<file path="config.mk">
export PLATFORM = sky130hd
export DESIGN_NAME = fetch_stage_flat
export DESIGN_NICKNAME = d
export VERILOG_FILES = /design/src/rtl/cpu_pkg.sv /design/src/rtl/fetch_stage_if.sv /design/src/rtl/pc_next_sel.sv /design/src/rtl/fetch_stage.sv /design/src/flat_wrapper.sv
export SDC_FILE = /design/constraint.sdc
export NUM_CORES = 1
export LEC_CHECK = 0
export ABC_CLOCK_PERIOD_IN_PS = 1900
export BUFFER_PORTS_ARGS = -buffer_cell sky130_fd_sc_hd__buf_2
export CAP_MARGIN = 20
export CORE_ASPECT_RATIO = 1.5
export CORE_MARGIN = 10
export CORE_UTILIZATION = 44
export CTS_CLUSTER_DIAMETER = 40
export DETAILED_ROUTE_END_ITERATION = 12
export PLACE_DENSITY = 0.78
export SLEW_MARGIN = 10
export SYNTH_ARGS = -nofsm -noshare
export SYNTH_HDL_FRONTEND = slang
export SYNTH_SLANG_ARGS = --single-unit
</file>
<file path="constraint.sdc">
create_clock -name clk -period 1.9 [get_ports clk]
set_input_delay 0.095 -clock clk [delete_from_list [all_inputs] [get_ports clk]]
set_output_delay 0.095 -clock clk [all_outputs]
set_load 0.005 [all_outputs]
</file>
<file path="src/rtl/cpu_pkg.sv">
// Shared widths, end-of-program address and fetch FSM state encoding.
// No logic; constants and types only.
// Consumers: fetch_stage, pc_next_sel, fetch_stage_if, tb_fetch_stage.
package cpu_pkg;

    localparam int PC_WIDTH   = 11;
    localparam int INST_WIDTH = 9;
    localparam int CNT_WIDTH  = 16;
    localparam int DONE_PC    = 77;

    // Fixed encodings kept as plain constants so older blocks that compare
    // raw state bits keep working; the enum reuses them.
    localparam logic [1:0] ST_IDLE = 2'd0;
    localparam logic [1:0] ST_RUN  = 2'd1;
    localparam logic [1:0] ST_HALT = 2'd2;

    typedef enum logic [1:0] {
        IDLE = ST_IDLE,
        RUN  = ST_RUN,
        HALT = ST_HALT
    } fetch_state_t;

endpackage

</file>
<file path="src/rtl/fetch_stage_if.sv">
// Bundle of control, ROM and instruction-output signals of the fetch stage.
// master = fetch stage side, slave = surrounding core / ROM / testbench.
// Widths default to the shared cpu_pkg constants.
interface fetch_stage_if #(
    parameter int PC_WIDTH   = cpu_pkg::PC_WIDTH,
    parameter int INST_WIDTH = cpu_pkg::INST_WIDTH,
    parameter int CNT_WIDTH  = cpu_pkg::CNT_WIDTH
);
    logic                  start;
    logic                  stall;
    logic                  branch_en;
    logic [PC_WIDTH:0]     target;
    logic [PC_WIDTH-1:0]   rom_addr;
    logic [INST_WIDTH-1:0] rom_data;
    logic [INST_WIDTH-1:0] inst;
    logic                  inst_valid;
    logic [PC_WIDTH-1:0]   pc;
    logic                  done;
    logic [CNT_WIDTH-1:0]  retired_cnt;

    modport master (
        input  start, stall, branch_en, target, rom_data,
        output rom_addr, inst, inst_valid, pc, done, retired_cnt
    );

    modport slave (
        output start, stall, branch_en, target, rom_data,
        input  rom_addr, inst, inst_valid, pc, done, retired_cnt
    );
endinterface

</file>
<file path="src/rtl/pc_next_sel.sv">
// Next fetch-PC selection (restart, hold, branch, increment) plus halt request.
// Purely combinational, zero latency.
// stall forces hold; start overrides everything.
// Ports: state/fetch_pc/inst_valid from the stage, start/stall/branch_en/target
// from the core; pc_nxt, deliver (latch rom_data), br_taken (squash), halt_req.
module pc_next_sel #(
    parameter int PC_WIDTH = cpu_pkg::PC_WIDTH,
    parameter int DONE_PC  = cpu_pkg::DONE_PC
) (
    input  cpu_pkg::fetch_state_t state,
    input  logic                  start,
    input  logic                  stall,
    input  logic                  inst_valid,
    input  logic                  branch_en,
    input  logic [PC_WIDTH:0]     target,
    input  logic [PC_WIDTH-1:0]   fetch_pc,
    output logic [PC_WIDTH-1:0]   pc_nxt,
    output logic                  deliver,
    output logic                  br_taken,
    output logic                  halt_req
);
    import cpu_pkg::*;

    localparam logic [PC_WIDTH-1:0] LAST_PC = PC_WIDTH'(DONE_PC);

    always_comb begin
        pc_nxt   = fetch_pc;
        deliver  = 1'b0;
        br_taken = 1'b0;
        halt_req = 1'b0;
        if (start) begin
            pc_nxt = '0;
        end else begin
            unique case (state)
                // Leaving IDLE already fetches address 0, so the first
                // instruction is valid one cycle after start drops.
                IDLE: begin
                    deliver = 1'b1;
                    pc_nxt  = fetch_pc + 1'b1;
                end
                RUN: begin
                    if (!stall) begin
                        if (inst_valid && branch_en) begin
                            if (target[PC_WIDTH]) begin
                                halt_req = 1'b1;
                            end else begin
                                br_taken = 1'b1;
                                pc_nxt   = target[PC_WIDTH-1:0];
                            end
                        end else if (fetch_pc > LAST_PC) begin
                            halt_req = 1'b1;
                        end else begin
                            deliver = 1'b1;
                            pc_nxt  = fetch_pc + 1'b1;
                        end
                    end
                end
                default: ;
            endcase
        end
    end
endmodule

</file>
<file path="src/rtl/fetch_stage.sv">
// Instruction fetch: owns the PC, drives the ROM address, registers inst/pc/valid.
// Latency: 1 cycle from rom_addr to inst; a taken branch costs one bubble.
// stall freezes PC and instruction register; start restarts to IDLE.
// Ports: clk, reset_n (async active-low), bus (fetch_stage_if.master).
// Optional: define FETCH_RETIRE_CNT_EN for the saturating retired_cnt counter;
// otherwise retired_cnt is tied to zero.
module fetch_stage #(
    parameter int PC_WIDTH   = cpu_pkg::PC_WIDTH,
    parameter int INST_WIDTH = cpu_pkg::INST_WIDTH,
    parameter int DONE_PC    = cpu_pkg::DONE_PC,
    parameter int CNT_WIDTH  = cpu_pkg::CNT_WIDTH
) (
    input  logic          clk,
    input  logic          reset_n,
    fetch_stage_if.master bus
);
    import cpu_pkg::*;

    fetch_state_t          state;
    logic [PC_WIDTH-1:0]   fetch_pc;
    logic [PC_WIDTH-1:0]   pc_nxt;
    logic [INST_WIDTH-1:0] inst_q;
    logic [PC_WIDTH-1:0]   pc_q;
    logic                  inst_valid_q;
    logic                  done_q;
    logic                  deliver;
    logic                  br_taken;
    logic                  halt_req;

    pc_next_sel #(
        .PC_WIDTH (PC_WIDTH),
        .DONE_PC  (DONE_PC)
    ) u_pc_next_sel (
        .state      (state),
        .start      (bus.start),
        .stall      (bus.stall),
        .inst_valid (inst_valid_q),
        .branch_en  (bus.branch_en),
        .target     (bus.target),
        .fetch_pc   (fetch_pc),
        .pc_nxt     (pc_nxt),
        .deliver    (deliver),
        .br_taken   (br_taken),
        .halt_req   (halt_req)
    );

    always_ff @(posedge clk or negedge reset_n) begin
        if (!reset_n) begin
            state        <= IDLE;
            fetch_pc     <= '0;
            inst_q       <= '0;
            pc_q         <= '0;
            inst_valid_q <= 1'b0;
            done_q       <= 1'b0;
        end else begin
            fetch_pc <= pc_nxt;
            if (bus.start) begin
                state        <= IDLE;
                inst_valid_q <= 1'b0;
                done_q       <= 1'b0;
            end else if (deliver) begin
                state        <= RUN;
                inst_q       <= bus.rom_data;
                pc_q         <= fetch_pc;
                inst_valid_q <= 1'b1;
            end else if (halt_req) begin
                state        <= HALT;
                done_q       <= 1'b1;
                inst_valid_q <= 1'b0;
            end else if (br_taken) begin
                // Word fetched this cycle is on the wrong path; emit a bubble.
                inst_valid_q <= 1'b0;
            end
        end
    end

    assign bus.rom_addr   = fetch_pc;
    assign bus.inst       = inst_q;
    assign bus.pc         = pc_q;
    assign bus.inst_valid = inst_valid_q;
    assign bus.done       = done_q;

`ifdef FETCH_RETIRE_CNT_EN
    logic [CNT_WIDTH-1:0] retired_q;

    always_ff @(posedge clk or negedge reset_n) begin
        if (!reset_n) begin
            retired_q <= '0;
        end else if (bus.start) begin
            retired_q <= '0;
        end else if (inst_valid_q && !bus.stall && (retired_q != '1)) begin
            retired_q <= retired_q + 1'b1;
        end
    end

    assign bus.retired_cnt = retired_q;
`else
    assign bus.retired_cnt = '0;
`endif
endmodule

</file>
<file path="src/flat_wrapper.sv">
// flat-port wrapper written by rule: the top's interface ports become plain ports
module fetch_stage_flat import cpu_pkg::*;
#(
    parameter int PC_WIDTH   = cpu_pkg::PC_WIDTH,
    parameter int INST_WIDTH = cpu_pkg::INST_WIDTH,
    parameter int DONE_PC    = cpu_pkg::DONE_PC,
    parameter int CNT_WIDTH  = cpu_pkg::CNT_WIDTH
)
  (clk, reset_n, bus_start, bus_stall, bus_branch_en, bus_target, bus_rom_data, bus_rom_addr, bus_inst, bus_inst_valid, bus_pc, bus_done, bus_retired_cnt);
  fetch_stage_if #(.PC_WIDTH(PC_WIDTH), .INST_WIDTH(INST_WIDTH), .CNT_WIDTH(CNT_WIDTH)) bus_i ();
  input  logic clk;
  input  logic reset_n;
  input wire logic [$bits(bus_i.start)-1:0] bus_start;
  input wire logic [$bits(bus_i.stall)-1:0] bus_stall;
  input wire logic [$bits(bus_i.branch_en)-1:0] bus_branch_en;
  input wire logic [$bits(bus_i.target)-1:0] bus_target;
  input wire logic [$bits(bus_i.rom_data)-1:0] bus_rom_data;
  output wire logic [$bits(bus_i.rom_addr)-1:0] bus_rom_addr;
  output wire logic [$bits(bus_i.inst)-1:0] bus_inst;
  output wire logic [$bits(bus_i.inst_valid)-1:0] bus_inst_valid;
  output wire logic [$bits(bus_i.pc)-1:0] bus_pc;
  output wire logic [$bits(bus_i.done)-1:0] bus_done;
  output wire logic [$bits(bus_i.retired_cnt)-1:0] bus_retired_cnt;
  assign bus_i.start = bus_start;
  assign bus_i.stall = bus_stall;
  assign bus_i.branch_en = bus_branch_en;
  assign bus_i.target = bus_target;
  assign bus_i.rom_data = bus_rom_data;
  assign bus_rom_addr = bus_i.rom_addr;
  assign bus_inst = bus_i.inst;
  assign bus_inst_valid = bus_i.inst_valid;
  assign bus_pc = bus_i.pc;
  assign bus_done = bus_i.done;
  assign bus_retired_cnt = bus_i.retired_cnt;
  fetch_stage #(.PC_WIDTH(PC_WIDTH), .INST_WIDTH(INST_WIDTH), .DONE_PC(DONE_PC), .CNT_WIDTH(CNT_WIDTH)) u_core (.clk(clk), .reset_n(reset_n), .bus(bus_i));
endmodule
</file>
== Word level (Yosys, flattened, before mapping) ==
Index checks and enable logic that the tools add are counted.
Cells by class
  add/sub/neg operators: 1
  magnitude comparators: 1
  equality and inequality tests: 5
  muxes and demuxes: 32
  bitwise gates (word level): 1
  reduce and logical (&&, ||, !) cells: 9
Operators by type and width (count)
  two-way mux 11 bit: 5
  two-way mux 1 bit: 22
  one-hot mux 11 bit (2 select lines): 1
  adder 11 x 1 -> 11 bit (second input constant): 1
  > comparator 11 x 7 -> 1 bit (second input constant): 1
  != test 4 bit (second input constant): 2
  two-way mux 2 bit: 3
  nonzero test 3 bit: 2
  AND reduction 2 bit: 2
  AND reduction 4 bit: 1
  nonzero test 4 bit: 1
  != test 3 bit (second input constant): 1
  equality test 2 x 1 -> 1 bit (second input constant): 1
  logical NOT 2 bit: 1
  != test 2 bit (second input constant): 1
  one-hot mux 1 bit (2 select lines): 1
  nonzero test 2 bit: 1
  logical AND 1 bit: 1
  inverter 1 bit: 1
Storage, ports and cells
  register bits: 35
  input bits: 26
  output and inout bits: 49
  logic and storage cells: 55

== Logic depth before layout (Yosys ltp) ==
Gate-level depths: netlist of the first run.
  word-level depth: 9
  depth in mapped cells: 7
  gate-level depth less buffers: 6

== Cells and area by module ==
From an unflattened synthesis of the first run, not the netlist that was laid out.
Second synthesis, totals
  cell total of the unflattened synthesis: 206
  area total of the unflattened synthesis: 2189.6 um^2
Modules (own cells, without submodules)
  fetch_stage: instances 1, cells an instance 85, area each 1383.8 um^2, seq. area each 875.8 um^2
  pc_next_sel: instances 1, cells an instance 121, area each 805.8 um^2, seq. area each 0.0 um^2

== Worst setup path before layout of the first run ==
No wires, ideal clock.
  kind: register to register
  start point: register u_core.fetch_pc[8], in the netlist u_core.bus.rom_addr[8]
  end point: register u_core.fetch_pc[0], in the netlist u_core.bus.rom_addr[0]
  setup time: 0.123 ns
  arrival time: 1.828 ns
  data required time: 1.777 ns
  slack: -0.050 ns
  cell stages (with the launch flop): 7
  path buffers: 1
  clock period less this slack: 1.950 ns
  cells stage by stage: dfrtp_1 > nor4_2 > nand2_1 > or4b_4 > and2_4 > buf_6 > o221a_2
Between the ends
  longest elaborated chain between the ends: 3
Ends and longest elaborated chain
  from (decl): RTL line fetch_stage.sv:20  | logic [PC_WIDTH-1:0] fetch_pc;
  from (signal assigned): RTL line fetch_stage.sv:56  | fetch_pc <= pc_nxt;
  > comparator 11 x 7 -> 1 bit: RTL line pc_next_sel.sv:50  | end else if (fetch_pc > LAST_PC) begin
  != test 4 bit (no line)
  AND reduction 4 bit (no line)
No other way between the ends.
A chain may end at the register's enable or synchronous reset.

== Final worst setup path of the first run ==
  start point: register u_core.fetch_pc[7], in the netlist u_core.bus.rom_addr[7]
  end point: register u_core.fetch_pc[0], in the netlist u_core.bus.rom_addr[0]
The elaborated chain is that of the path after synthesis.

==> results of run 1 <==
[power breakdown]
part	switching, mW	internal (mW)	total, mW
registers	0.0460	0.826	0.872
clock network	0.269	0.251	0.520
logic	0.286	0.266	0.553
[cells by family after synthesis]
group	count (synthesis)	synth area share, %
AOI/OAI and AO/OA	43	17.5
adders and majority gates	2	1.26
buffers and inverters	31	11.5
DFF	35	44.1
muxes	20	11.3
other	1	0.189
and+or+nand+nor	55	14.1
[path summary, 6_finish.rpt]
path	start	endpoint	slack, ns	cells after the start
worst min-delay path	bus_rom_data[2]	u_core.bus.inst[2]	0.04	2
worst min register to register	u_core.bus.pc[6]	u_core.bus.pc[6]	0.50	1
min in group asynchronous	reset_n	u_core.bus.pc[7]	0.44	2
max in group asynchronous	reset_n	u_core.bus.rom_addr[8]	0.90	2
worst max-delay path	u_core.bus.rom_addr[7]	u_core.bus.rom_addr[0]	-0.09	5
worst max register to register	u_core.bus.rom_addr[7]	u_core.bus.rom_addr[0]	-0.09	5
[registers in the layout, summed over array words and instances (netlist names)]
name,flops
u_core.bus.done,1
u_core.bus.inst,9
u_core.bus.inst_valid,1
u_core.bus.pc,11
u_core.bus.rom_addr,11
u_core.state,2
[layer usage]
layer	GRT usage, %	vias to the layer above	part of all wire [%]
li1	-	804	-
met1	16.5	855	39
met2	26.7	65	52
met3	5.04	11	7.2
met4	5.41	0	1.8
met5	0	-	0
[cell type report]
class	count	area, sq um
Clock inverter	3	15.0
Clock buffer	5	68.8
Inverter	5	18.8
Multi-Input combinational cell	137	1060
Timing Repair Buffer	83	504
Tap cell	46	57.6
Sequential cell	35	877
Fill cell	363	1680
[cells in the final DEF (no fill, tap or decap), drive strengths merged, types with 2 or more instances in the layout]
| cell | Yosys | routed |
|---|---|---|
| a21oi | 21 | 21 |
| mux2 | 20 | 20 |
| clkbuf | 3 | 5 |
| ha | 2 | 2 |
| o32ai | 8 | 8 |
| nor2 | 14 | 14 |
| nor4 | 3 | 3 |
| dfrtp | 35 | 35 |
| a22oi | 5 | 5 |
| o221a | 3 | 3 |
| and2 | 1 | 2 |
| conb | 1 | 16 |
| nand3 | 4 | 4 |
| inv | 5 | 5 |
| nor3 | 5 | 5 |
| and4b | 2 | 2 |
| nand2 | 20 | 20 |
| clkinv | 0 | 3 |
| buf | 20 | 82 |
[critical path: stages, from the launching register on]
cell     delay, ns
dfrtp_1       0.40
nor4_2        0.30
nand2_1       0.14
or4b_4        0.60
and2_4        0.21
o221a_4       0.22
[what timing repair did]
item / CTS / global route
setup buffers: 4 / 0
pin swaps: 12 / 6
hold buffers: 1 / 0
endpoints found under the hold margin: 35 / 0
setup endpoints to repair: 30 / 35
gates cloned: 1 / 0
resized for setup: 15 / 8
==> metrics.csv, run 1 <==
metric,value,unit
rsz0062_at_grt,yes,
ys_warn_count,0,
maxCapViolCount,0,
diodes,0,
fin_crit_sh,105,%
grt_max_degree,36,
synth_area_leaders,"dfrtp_1, mux2_2, buf_4, o32ai_2, a21oi_1",
synthCells,187,
initial_core_util,46.3,%
ant_nets,0,
fmax,0.503,GHz
cts_tree,built,
htree_levels,2,
cp_max_fo,7,
synth_commonest_cells,"dfrtp_1, a21oi_1, mux2_2, nand2_1, buf_4",
slew_headroom,45.3,%
clock_latency,0.28,ns
cts_buffers,5,
finalNetCount,295,
ys_ff_latch,35,
synth_edf_count,0,
whs,0.0359,ns
synth.most_common_cell,dfrtp_1,
startpoint_type,flip-flop,
core,4280,sq um
cts.clk_slew.worst_paths,0.07,ns
io_buffers,58,
hpwl,4070,um
violations,negative setup slack,
worstMarginPinSlew,0.821,ns
stdcell_count,314,
vias,1735,
synth.cell_area,1980,sq um
wl_per_cell,18.3,um
crit_arrival,2.16,ns
die_h,102,um
place_inst,301,
via_per_inst,5.53,
clock_skew,0.00414,ns
finalWirelength,5750,um
finalPower,1.94,mW
postSynthAreaPerCell,10.6,sq um
dieWidth,74.8,um
utilization,60.8,%
drive_above_1_share,51.5,%
rows,29,
drt_pre_antenna_iters,4,
root_buffer,clkbuf_8,
grt_use_total,15.3,%
finalWorstSetupSlack,-0.0898,ns
synth_ff_type,dfrtp_1,
cts_sinks,35,
p_per_area,747,nW/um^2
first_iter_violations,80,
post_synth_num_cell_types,37,
yosys.area.top_type,dfrtp_1,
synth_top_area_share,44.1,%
required,2.07,ns
async_flop_share,100,%
overflow,0,
final_hold_viol_count,0,
gp_congestion,0.827,
antenna_found_initial,0,
drc,0,
ys_seq_area_share,44.1,%
p_leak,1.29,nW
peakVddDrop,0.000659,V
status,finished with violations,
die_area,7650,sq um
io_pins,75,
pre_cts_ws,-0.0737,ns
fin_tns_setup,-0.709,ns
crit_type,flip-flop to flip-flop,
hold_class,input pin to flip-flop,
final_cell_area,2600,sq um
grt_pass1_vias,1885,
setup_viol,28,
min_period,1.99,ns
grt_pass1_wl,9160,um
cts_max_path_buffers,2,
place_area,2360,sq um
final_max_slew_viol_count,0,
syn_to_final_growth,31.2,%
endpoint_kind,flip-flop,
Note: power is estimated with default switching activity, not from simulation.
==> run 2: changes to the inputs <==
- BUFFER_PORTS_ARGS: -buffer_cell sky130_fd_sc_hd__buf_2 -> default
- CORE_UTILIZATION: 44 -> 55
- CTS_CLUSTER_DIAMETER: 40 -> default
- DONT_BUFFER_PORTS: default -> 1
- MAX_ROUTING_LAYER: default -> met4
- PLACE_DENSITY: 0.78 -> 0.75
==> metrics.csv, run 2 (same netlist as run 1, synthesis figures left out) <==
metric,value,unit,change
status,finished with violations,,
violations,"negative hold slack, negative setup slack",,
first_iter_violations,131,,+64%
crit_arrival,2.10,ns,-0.06 ns
cp_top_family,simple AND/OR/NAND/NOR gates,,
clock_latency,0.29,ns,about the same
io_buffers,0,,-100%
hpwl,4080,um,+0.21%
pre_cts_ws,-0.0800,ns,-0.00627 ns
cp_cell_sequence,"nor4_2, nand2_1, or4b_4, and2_4, o221a_2",,
multi_input_area,1000,sq um,-5.7%
gp_congestion,0.920,,+11%
die_area,6460,sq um,-16%
cts_max_path_buffers,2,,unchanged
place_area,2070,sq um,-12%
fin_crit_sh,101,%,-3.5 points
holdPathEnd,u_core.bus.rom_addr[1],,
p_leak,1.05,nW,-19%
peakVddDrop,0.000792,V,+20%
cp_slowest_cell,or4b_4,,
min_from,bus_start,,
antenna_found_initial,0,,unchanged
required,2.08,ns,about the same
cp_max_fo,6,,-1
drt_pre_antenna_iters,5,,+1
place_inst,240,,-20%
fillers,272,,-25%
grt_max_degree,36,,unchanged
min_period,1.92,ns,-0.0657 ns
rr_worst_depth,5,,unchanged
crit_type,flip-flop to flip-flop,,
clock_skew,0.00155,ns,-0.00259 ns
maxCapViolCount,0,,unchanged
r2r_setup_slack,-0.02,ns,+0.07 ns
drive_above_1_share,36.4,%,-15 points
startpoint_type,flip-flop,,
p_per_area,783,nW/um^2,+4.8%
hold_class,input pin to flip-flop,,
cts_hold_buf,11,,+10
root_buffer,clkbuf_8,,
finalWorstSetupSlack,-0.0241,ns,+0.0657 ns
ant_nets,0,,unchanged
core,3450,sq um,-19%
cts_tree,built,,
final_cell_area,2360,sq um,-9.4%
rows,26,,-10%
cts_sinks,35,,unchanged
finalNetCount,247,,-16%
register_area,877,sq um,unchanged
rsz0062_at_grt,yes,,
final_cell_mix,"dfrtp_1, buf_4, nand2_1, mux2_2, conb_1",,
via_per_inst,5.96,,+7.8%
wl_per_cell,21.1,um,+15%
r2r-end,u_core.bus.rom_addr[7],,
setup_viol,10,,-64%
utilization,68.4,%,+7.6 points
finalWirelength,5530,um,-3.8%
final_common_cell,dfrtp_1,,
finalPower,1.85,mW,-5.0%
vias,1561,,-10%
io_pins,75,,unchanged
overflow,0,,unchanged
path_buf_inv,0,,unchanged
hold_path_depth,1,,-1
die_h,93.6,um,-8.5%
syn_to_final_growth,18.9,%,
endpoint_kind,flip-flop,,
grt_pass1_wl,8930,um,-2.6%
initial_core_util,57.5,%,+11 points
final_hold_viol_count,11,,+11
grt_pass1_vias,1739,,-7.7%
max_stage_delay,0.59,ns,about the same
final_max_slew_viol_count,0,,unchanged
cts_buffers,5,,unchanged
htree_levels,2,,unchanged
cts.clk_slew.worst_paths,0.07,ns,about the same
whs,-0.148,ns,-0.184 ns
rr_startpoint,u_core.bus.rom_addr[7],,
grt_use_total,17.2,%,+2.0 points
dieWidth,69.0,um,-7.7%
drc,0,,unchanged
fmax,0.520,GHz,+3.4%
diodes,0,,unchanged
stdcell_count,262,,-17%
## run 2: cell types whose count changed in the layout (fill, tap and decap cells not counted), sizes merged
cell	before	now
buf	82	25
clkinv	3	1
clkinvlp	0	2
dlygate4sd3	1	10
## run 2: worst max path at each step
stage / cells after the start / endpoint / start
4_1_cts: 5 / u_core.bus.rom_addr[10] / u_core.bus.rom_addr[7]
2_1_floorplan: 6 / u_core.bus.rom_addr[0] / u_core.bus.rom_addr[8]
5_1_grt: 6 / u_core.bus.rom_addr[5] / u_core.bus.rom_addr[8]
3_3_place_gp: 6 / u_core.bus.pc[8] / u_core.bus.rom_addr[7]
6_report: 5 / u_core.bus.rom_addr[7] / u_core.bus.rom_addr[7]
3_5_place_dp: 6 / u_core.bus.pc[0] / u_core.bus.rom_addr[8]
## run 2: cell type report
cell class                      count  share of cell area (%)
Timing Repair Buffer               35                    13.6
Clock buffer                        5                    2.92
Multi-Input combinational cell    137                    42.5
Inverter                            5                   0.795
Tap cell                           42                    2.23
Sequential cell                    35                    37.2
Clock inverter                      3                   0.848
## run 2: repair_timing
action | in CTS | in global routing
hold endpoints to repair | 55 | 11
setup buffers | 1 | 1
gates resized for setup | 7 | 7
pin swaps | 0 | 1
endpoints found under the setup margin | 31 | 31
gates cloned | 1 | 0
## run 2: power breakdown
group | internal (mW) | switching, mW
registers | 0.827 | 0.0707
logic | 0.200 | 0.219
clock network | 0.255 | 0.276
total | 1.28 | 0.566
## run 2: routing by layer
| layer | up-vias | global-route usage [%] | wire, um |
|---|---|---|---|
| met5 | - | - | 0 |
| met4 | 0 | 7.58 | 99 |
| met1 | 765 | 15.7 | 1840 |
| met3 | 8 | 5.93 | 488 |
| met2 | 77 | 31.6 | 3100 |
| li1 | 711 | - | - |
## run 2: through the flow
stage	hold slack [ns]	TNS (ns)
finish	-0.148	-0.164
global route	-0.152	-2.28
global placement	-0.200	-1.49
detailed placement	-0.199	-1.76
CTS	-0.142	-0.708
floorplan	-0.201	-0.158
